$ cat config.mk
export PLATFORM = sky130hd
export DESIGN_NAME = bomb_countdown
export DESIGN_NICKNAME = d
export VERILOG_FILES = /design/src/rtl/bomb_pkg.sv /design/src/rtl/bomb_bcd_dec.sv /design/src/rtl/bomb_countdown.sv
export SDC_FILE = /design/constraint.sdc
export NUM_CORES = 1
export LEC_CHECK = 0
export CORE_AREA = 5 5 92 94
export DETAILED_ROUTE_END_ITERATION = 10
export DIE_AREA = 0 0 97 99
export HOLD_SLACK_MARGIN = 0.08
export SLEW_MARGIN = 20
export SYNTH_ARGS = -nofsm -noshare
export SYNTH_HDL_FRONTEND = slang
export SYNTH_HIERARCHICAL = 1
export SYNTH_SLANG_ARGS = --single-unit
$ cat constraint.sdc
create_clock -name clk -period 5.85 [get_ports clk]
set_input_delay 1.17 -clock clk [delete_from_list [all_inputs] [get_ports clk]]
set_output_delay 1.17 -clock clk [all_outputs]
set_load 0.02 [all_outputs]
$ cat src/rtl/bomb_pkg.sv
// Shared types and helpers for the bomb countdown timer: state encoding,
// BCD digit widths, the M:ST time payload and digit saturation.
package bomb_pkg;

    localparam int unsigned MIN_W          = 4;
    localparam int unsigned SEC_T_W        = 3;
    localparam int unsigned SEC_O_W        = 4;
    localparam int unsigned MS_PER_SEC_DEF = 1000;

    typedef enum logic [2:0] {
        ST_IDLE    = 3'd0,
        ST_RUN     = 3'd1,
        ST_PAUSE   = 3'd2,
        ST_DEFUSED = 3'd3,
        ST_BOOM    = 3'd4
    } state_t;

    typedef struct packed {
        logic [MIN_W-1:0]   min;
        logic [SEC_T_W-1:0] sec_t;
        logic [SEC_O_W-1:0] sec_o;
    } bcd_time_t;

    // Clamp out-of-range digits to the largest legal BCD value of each position.
    function automatic bcd_time_t sat_time(input logic [MIN_W-1:0]   m,
                                           input logic [SEC_T_W-1:0] st,
                                           input logic [SEC_O_W-1:0] so);
        bcd_time_t t;
        t.min   = (m  > MIN_W'(9))   ? MIN_W'(9)   : m;
        t.sec_t = (st > SEC_T_W'(5)) ? SEC_T_W'(5) : st;
        t.sec_o = (so > SEC_O_W'(9)) ? SEC_O_W'(9) : so;
        return t;
    endfunction

    // True for 0:01 .. 0:10.
    function automatic logic is_low(input bcd_time_t t);
        return (t.min == '0) &&
               (((t.sec_t == '0) && (t.sec_o != '0)) ||
                ((t.sec_t == SEC_T_W'(1)) && (t.sec_o == '0)));
    endfunction

endpackage

$ cat src/rtl/bomb_bcd_dec.sv
// Combinational M:ST decrement by 1 s, 10 s or 11 s with BCD borrow;
// results below 0:00 saturate to 0:00, and zero flags a 0:00 result.
module bomb_bcd_dec
    import bomb_pkg::*;
(
    input  bcd_time_t cur,
    input  logic      sub_one,
    input  logic      sub_ten,
    output bcd_time_t nxt,
    output logic      zero
);

    logic [SEC_O_W-1:0] so_dec;
    logic               borrow;
    logic [1:0]         tens;
    logic               underflow;

    always_comb begin
        so_dec    = cur.sec_o;
        borrow    = 1'b0;
        tens      = 2'd0;
        underflow = 1'b0;
        nxt       = cur;

        if (sub_one) begin
            if (cur.sec_o != '0) begin
                so_dec = cur.sec_o - SEC_O_W'(1);
            end else begin
                so_dec = SEC_O_W'(9);
                borrow = 1'b1;
            end
        end

        // Tens to remove: the explicit 10 s penalty plus any borrow from the ones digit.
        tens      = 2'(sub_ten) + 2'(borrow);
        nxt.sec_o = so_dec;

        if (4'(cur.sec_t) >= 4'(tens)) begin
            nxt.sec_t = cur.sec_t - SEC_T_W'(tens);
        end else if (cur.min != '0) begin
            nxt.min   = cur.min - MIN_W'(1);
            nxt.sec_t = SEC_T_W'(4'(cur.sec_t) + 4'd6 - 4'(tens));
        end else begin
            underflow = 1'b1;
        end

        if (underflow) begin
            nxt = '0;
        end

        zero = (nxt == '0);
    end

endmodule

$ cat src/rtl/bomb_countdown.sv
// Bomb countdown timer: M:ST BCD countdown clocked by 1 ms ticks, with pause,
// defuse, load and an optional wrong-wire penalty enabled by BOMB_PENALTY_EN.
module bomb_countdown
    import bomb_pkg::*;
#(
    parameter int unsigned        MS_PER_SEC = MS_PER_SEC_DEF,
    parameter logic [MIN_W-1:0]   INIT_MIN   = 4'd5,
    parameter logic [SEC_T_W-1:0] INIT_SEC_T = 3'd0,
    parameter logic [SEC_O_W-1:0] INIT_SEC_O = 4'd0
) (
    input  logic               clk,
    input  logic               rst,
    input  logic               ms_tick,
    input  logic               start,
    input  logic               pause,
    input  logic               defuse,
    input  logic               strike,
    input  logic               load_en,
    input  logic [MIN_W-1:0]   load_min,
    input  logic [SEC_T_W-1:0] load_sec_t,
    input  logic [SEC_O_W-1:0] load_sec_o,
    output logic [MIN_W-1:0]   min_o,
    output logic [SEC_T_W-1:0] sec_t_o,
    output logic [SEC_O_W-1:0] sec_o_o,
    output logic               sec_pulse,
    output logic               running,
    output logic               exploded,
    output logic               defused_ok,
    output logic               low_time
);

    localparam int unsigned     MS_W      = (MS_PER_SEC > 1) ? $clog2(MS_PER_SEC) : 1;
    localparam logic [MS_W-1:0] MS_LAST   = MS_W'(MS_PER_SEC - 1);
    localparam bcd_time_t       INIT_TIME = sat_time(INIT_MIN, INIT_SEC_T, INIT_SEC_O);
    localparam logic            INIT_LOW  = is_low(INIT_TIME);

    state_t          state;
    logic [MS_W-1:0] ms_cnt;
    bcd_time_t       cur;
    bcd_time_t       load_time;
    bcd_time_t       dec_time;
    logic            active;
    logic            rollover;
    logic            penalty;
    logic            dec_req;
    logic            dec_zero;

    assign load_time = sat_time(load_min, load_sec_t, load_sec_o);
    assign active    = (state == ST_RUN) || (state == ST_PAUSE);
    assign rollover  = (state == ST_RUN) && ms_tick && (ms_cnt == MS_LAST);

`ifdef BOMB_PENALTY_EN
    assign penalty = active && strike;
`else
    logic unused_strike;
    assign unused_strike = strike;
    assign penalty       = 1'b0;
`endif

    assign dec_req = rollover || penalty;

    bomb_bcd_dec u_dec (
        .cur     (cur),
        .sub_one (rollover),
        .sub_ten (penalty),
        .nxt     (dec_time),
        .zero    (dec_zero)
    );

    // Control FSM with registered flags, digits and pulse.
    always_ff @(posedge clk or negedge rst) begin
        if (!rst) begin
            state      <= ST_IDLE;
            ms_cnt     <= '0;
            cur        <= INIT_TIME;
            sec_pulse  <= 1'b0;
            running    <= 1'b0;
            exploded   <= 1'b0;
            defused_ok <= 1'b0;
            low_time   <= INIT_LOW;
        end else begin
            sec_pulse <= 1'b0;
            unique case (state)
                ST_IDLE: begin
                    if (load_en) begin
                        cur      <= load_time;
                        low_time <= is_low(load_time);
                    end else if (start && (cur != '0)) begin
                        state   <= ST_RUN;
                        ms_cnt  <= '0;
                        running <= 1'b1;
                    end
                end

                ST_RUN, ST_PAUSE: begin
                    if (defuse) begin
                        state      <= ST_DEFUSED;
                        running    <= 1'b0;
                        defused_ok <= 1'b1;
                    end else begin
                        if ((state == ST_RUN) && ms_tick) begin
                            ms_cnt <= rollover ? '0 : ms_cnt + MS_W'(1);
                        end
                        if (dec_req) begin
                            cur       <= dec_time;
                            low_time  <= is_low(dec_time);
                            sec_pulse <= rollover;
                        end
                        // Reaching 0:00 wins over a same-cycle pause toggle.
                        if (dec_req && dec_zero) begin
                            state    <= ST_BOOM;
                            running  <= 1'b0;
                            exploded <= 1'b1;
                        end else if (pause) begin
                            state <= (state == ST_RUN) ? ST_PAUSE : ST_RUN;
                        end
                    end
                end

                default: begin
                    if (load_en) begin
                        state      <= ST_IDLE;
                        cur        <= load_time;
                        low_time   <= is_low(load_time);
                        exploded   <= 1'b0;
                        defused_ok <= 1'b0;
                    end
                end
            endcase
        end
    end

    assign min_o   = cur.min;
    assign sec_t_o = cur.sec_t;
    assign sec_o_o = cur.sec_o;

endmodule

* Word level (Yosys, flattened, before mapping) *
Index checks and enable logic that the tools add are counted.

cells by class
  bitwise gates (word level) = 1
  $lt $le $gt $ge = 4
  equal/unequal tests = 14
  reductions and logical operators = 35
  add/subtract/negate cells = 6
  muxes and demuxes = 49

operator list
  cell                                               count
  two-way mux 11 bit                                 5
  two-way mux 10 bit                                 5
  two-way mux 3 bit                                  8
  two-way mux 4 bit                                  5
  case mux 10 bit (2 select lines)                   1
  two-way mux 1 bit                                  19
  zero test 4 bit                                    4
  nonzero test 4 bit                                 4
  != test 2 bit (second input constant)              7
  AND reduction 4 bit                                3
  zero test 11 bit                                   1
  nonzero test 11 bit                                1
  adder 10 x 1 -> 10 bit (second input constant)     1
  == test 10 bit (second input constant)             1
  logical AND 1 bit                                  10
  == test 3 x 1 -> 1 bit (second input constant)     3
  zero test 3 bit                                    3
  > comparator 4 bit (second input constant)         2
  subtractor 4 x 1 -> 4 bit (second input constant)  2
  two-way mux 7 bit                                  1
  case mux 1 bit (2 select lines)                    3
  case mux 3 bit (2 select lines)                    1
  AND reduction 3 bit                                2
  subtractor 3 x 1 -> 3 bit                          2
  other kinds (13)                                   15

storage, ports and cells
  output and inout bits = 16
  input bits = 19
  logic and storage cells = 119
  register bits = 29

* Longest topological paths before layout *
  depth in word-level cells = 15
  mapped depth = 16
  depth with buffers taken out = 16

* Modules after synthesis *
The synthesis kept the hierarchy.

by module, submodules not included
  module          area an instance (µm²)  sequential area each (µm²)  cells an instance  times used
  bomb_countdown  1677.9                  728.2                       186                1
  bomb_bcd_dec    513.0                   0.0                         76                 1

* Worst setup path after synthesis *
OpenSTA, ideal clock, no wires.

  path kind = input to register
  start = input ms_tick
  end = register state[0]
  stages = 14
  setup slack = 1069 ps
  required time = 5725 ps
  library setup time = 125 ps
  buffers on the path = 0
  arrival = 4656 ps
  path through = nand4_1 > or4_4 > inv_2 > and4bb_2 > ha_1 > ha_1 > nand2b_4 > a211oi_4 > xnor2_1 > a41oi_1 > nor4_1 > a2111oi_0 > or3_1 > mux2_2

on the way
  longest elaborated chain between the ends = 12
  elaborated cells between the ends (all ways) = 19
  those cells by class = add/sub: 2; order compare: 1; eq/ne: 1; mux: 10; reduce/logical: 5

RTL lines
  element                             RTL line               text
  start: declaration                  bomb_countdown.sv:13   input logic ms_tick,
  logical AND 1 bit (*) (2 in a row)  bomb_countdown.sv:50   assign rollover = (state == ST_RUN) && ms_tick && (ms_cnt == MS_LAST);
  net dec_req                         bomb_countdown.sv:45   logic dec_req;
  two-way mux 1 bit                   bomb_bcd_dec.sv:25     if (sub_one) begin
  subtractor 3 x 1 -> 3 bit           bomb_bcd_dec.sv:42     nxt.sec_t = SEC_T_W'(4'(cur.sec_t) + 4'd6 - 4'(tens));
  two-way mux 7 bit                   bomb_bcd_dec.sv:40     end else if (cur.min != '0) begin
  two-way mux 3 bit                   bomb_bcd_dec.sv:38     if (4'(cur.sec_t) >= 4'(tens)) begin
  two-way mux 11 bit (*)              bomb_bcd_dec.sv:47     if (underflow) begin
  zero test 11 bit (*)                bomb_bcd_dec.sv:51     zero = (nxt == '0);
  net dec_zero                        bomb_countdown.sv:46   logic dec_zero;
  logical AND 1 bit (*)               bomb_countdown.sv:110  if (dec_req && dec_zero) begin
  two-way mux 3 bit                   bomb_countdown.sv:110
  two-way mux 3 bit                   bomb_countdown.sv:96   if (defuse) begin
  case mux 3 bit (2 select lines)     bomb_countdown.sv:83   unique case (state)
  end signal: assignment              bomb_countdown.sv:115  state <= (state == ST_RUN) ? ST_PAUSE : ST_RUN;
  end: declaration                    bomb_countdown.sv:37   state_t state;

Mark *: on every way through the listed nets, which the timed path passes. The rest lies on a longest branch.
A chain may end at the register's enable or synchronous reset.

* Final worst setup path *
Same ends and word-level chain as after synthesis.

==> flow_summary.json <==
{
  "grt_pass1_wl_um": 9390,
  "finalHoldViolCount": 0,
  "wl_um": 5430,
  "cts.sinks": 29,
  "required_ns": 6.01,
  "status": "finished, final reports clean",
  "seq_area_um2": 728,
  "ys_types": 62,
  "wire_per_inst_um": 13.6,
  "synth_top_cell_by_area": "dfrtp_1",
  "ys.flop_type": "dfrtp_1",
  "avgViaCountPerCell": 5.13,
  "ys_ff_latch": 29,
  "syn2layout_area_growth_pct": 24.3,
  "async_flop_share_pct": 100,
  "die_w_um": 97,
  "antenna_found_initial": 0,
  "crit_path_top_delay_cell": "or4_4",
  "cts_resized": 0,
  "endpoint": "state[0]",
  "portBuffers": 33,
  "critPathLaunch": "ms_tick",
  "slew_headroom_pct": 42.3,
  "htreeDepth": 2,
  "p_seq_share_pct": 27.9,
  "die_y_um": 99,
  "num_vias": 2050,
  "pre_cts_ws_ns": 0.422,
  "drc": 0,
  "worstMarginPinSlew_ns": 0.865,
  "period_needed_ns": 5.14,
  "synth_edf_count": 0,
  "fin_util_pct": 36.0,
  "p_sw_mw": 0.645,
  "grtUsageTotal_pct": 11.7,
  "netlist_top_cells_area": "dfrtp_1, nand2_1, nor2_1",
  "whs_ns": 0.476,
  "cp-start-kind": "input pin",
  "io-pin-count": 35,
  "finalInstanceArea_um2": 2720,
  "hold_class": "register to register",
  "yosysSeqAreaShare_pct": 33.2,
  "cp.arrival_ns": 5.30,
  "routabilityCongestion": 0.789,
  "dp_hpwl_um": 4170,
  "crit_chain": "clkdlybuf4s50_1, nand4_1, or4_4, inv_2, and4bb_2, ha_1, ha_1, nand2b_4, a211o_2, and3_1, a311oi_1, nor4_1, buf_4, a2111oi_0, or3_1, mux2_2",
  "final_antenna_net_count": 0,
  "p_leak_nw": 1.11,
  "power_frac_comb_pct": 58.5,
  "grt_max_degree": 30,
  "critPathCaptureType": "register",
  "slowest_delay_ns": 0.50,
  "cp_max_fo": 8,
  "dr.first_iter.drc_count": 96,
  "fin_crit_sh_pct": 87.9,
  "switching_share_pct": 47.1,
  "synthCells": 262,
  "fmax_ghz": 0.194,
  "cts.clk_slew.worst_paths_ns": 0.06,
  "reg2regPathDepth": 15,
  "synth_top_area_share_pct": 30.8,
  "r2r-start": "state[2]",
  "worst-setup-path-type": "input pin to register",
  "grt-ovfl-total": 0,
  "setup_viol": 0,
  "final_nets": 325,
  "postCtsSetupBuffers": 0,
  "fill_cells": 788,
  "fin_ws_ns": 0.707,
  "path_common_cell": "ha_1",
  "syn_area_per_cell_um2": 8.36,
  "root_buffer": "clkbuf_8",
  "insertedDiodeCount": 0,
  "clockBufferDepth": 2,
  "p_int_mw": 0.726,
  "cts_buffers": 5,
  "insertion_delay_ns": 0.28,
  "initial_utilization_pct": 29.0,
  "rr_endpoint": "state[0]",
  "skew_ns": 0.00833,
  "rsz0062_at_grt": "false",
  "post_dp_cell_area_um2": 2620,
  "peakVddDrop_uv": 196,
  "drv_slew": 0,
  "drive_above_1_share_pct": 10.1,
  "yosysWarnings": 6,
  "multi_input_area_um2": 1350,
  "die_area_um2": 9600,
  "grt_pass1_vias": 2048,
  "tritoncts": "yes",
  "core_um2": 7570,
  "first_pass_iters": 4,
  "r2r_slack_ns": 1.28,
  "mappedNetlistArea_um2": 2190,
  "fp-row-count": 32,
  "synth_fp_nets": 290,
  "power.density_nw_per_um2": 504,
  "cts_hold_buf": 0,
  "cap_violations": 0,
  "p_clk_share_pct": 13.5,
  "tns_ns": 0
}
## how the worst min path moves through the flow
stage | cells past startpoint | start | slack (ns) | end
floorplan | 1 | ms_cnt[4] | 0.47 | ms_cnt[4]
global route | 2 | defused_ok | 0.52 | defused_ok
global placement | 2 | defused_ok | 0.47 | defused_ok
CTS | 2 | defused_ok | 0.48 | defused_ok
detailed placement | 2 | defused_ok | 0.47 | defused_ok
finish | 2 | defused_ok | 0.48 | defused_ok
## stage by stage
step | std cells | power (mW)
after floorplan | 262 | 0.967
after global placement | 392 | 1.19
after detailed placement | 392 | 1.20
after CTS | 400 | 1.39
after global routing | 400 | 1.50
final | 400 | 1.37
## flip-flops by register name, summed over array words and instances (netlist names)
| name | flops |
|---|---|
| state | 3 |
| ms_cnt | 10 |
| running | 1 |
| min_o | 4 |
| sec_pulse | 1 |
| exploded | 1 |
| sec_t_o | 3 |
| defused_ok | 1 |
| sec_o_o | 4 |
| low_time | 1 |
## logic make-up after synthesis
| logic type | synth area share [%] |
|---|---|
| mux | 2.06 |
| buf+inv | 5.02 |
| flops | 33.2 |
| other cells | 0.171 |
| fa+ha+maj | 5.48 |
| xor+xnor | 2.40 |
| simple gates | 29.2 |
| compound gates | 22.4 |
## cell type report
cell class	count	share of cell area (%)
repair buffers	36	13.0
well taps	102	4.69
multi-input cells	209	49.7
flip-flops and latches	29	26.7
inverters	16	2.21
clock inverters	1	0.184
clock buffers	7	3.54
## synth_stat cells, drive strengths merged, types with 2 or more instances
cell type,instances
a211o,2
a211oi,4
a21o,4
a21oi,8
a22o,5
a22oi,2
a31o,2
a31oi,11
and3,3
buf,4
clkbuf,4
dfrtp,27
dfstp,2
ha,8
inv,16
mux2,4
nand2,33
nand2b,5
nand3,6
nand3b,6
nand4,6
nor2,32
nor2b,2
nor3,5
nor3b,3
nor4,9
o21ai,18
o31ai,4
o41ai,2
or3,2
or4,2
xnor2,5
## cell usage in the layout, fill, tap and decap left out, types with 2 or more instances in the layout
master / instances
mux2_1: 2
nand3_1: 5
nand3b_1: 6
a211oi_1: 3
dfstp_2: 2
nor3b_1: 3
clkdlybuf4s50_1: 33
a31oi_1: 11
and3_1: 3
clkbuf_8: 7
a22oi_1: 2
dfrtp_1: 27
a22o_1: 5
o21ai_0: 17
xnor2_1: 5
buf_4: 3
inv_1: 15
o41ai_1: 2
nor2b_1: 2
o31ai_1: 4
a21o_1: 4
ha_1: 8
nand2_1: 33
a31o_2: 2
nor3_1: 5
a21oi_1: 8
mux2_2: 2
nor4_1: 8
nand4_1: 6
or3_1: 2
nor2_1: 30
nand2b_1: 4
## metal layers
| metal | GRT usage (%) | vias up | wire [um] |
|---|---|---|---|
| met2 | 20.3 | 42 | 2640 |
| met4 | 3.13 | 0 | 68 |
| li1 | - | 1033 | - |
| met3 | 2.34 | 8 | 214 |
| met5 | 0 | - | 0 |
| met1 | 14.7 | 967 | 2500 |
## power groups by stage
stage               clock, mW  combinational, mW  sequential [mW]
finish                  0.185              0.803            0.383
global route            0.199              0.904            0.399
detailed placement          0              0.811            0.388
global placement            0              0.801            0.385
floorplan                   0              0.553            0.414
CTS                     0.191              0.813            0.385
## critical path: cells and delay by family
| kind | cells | cell delay [ns] |
|---|---|---|
| adder cells (fa/ha/maj) | 2 | 0.37 |
| AO/OA/AOI/OAI | 3 | 1.11 |
| AND/OR/NAND/NOR | 7 | 1.56 |
| buffers and inverters | 3 | 0.74 |
| multiplexers | 1 | 0.33 |
Power figures use the tool's default switching activity.
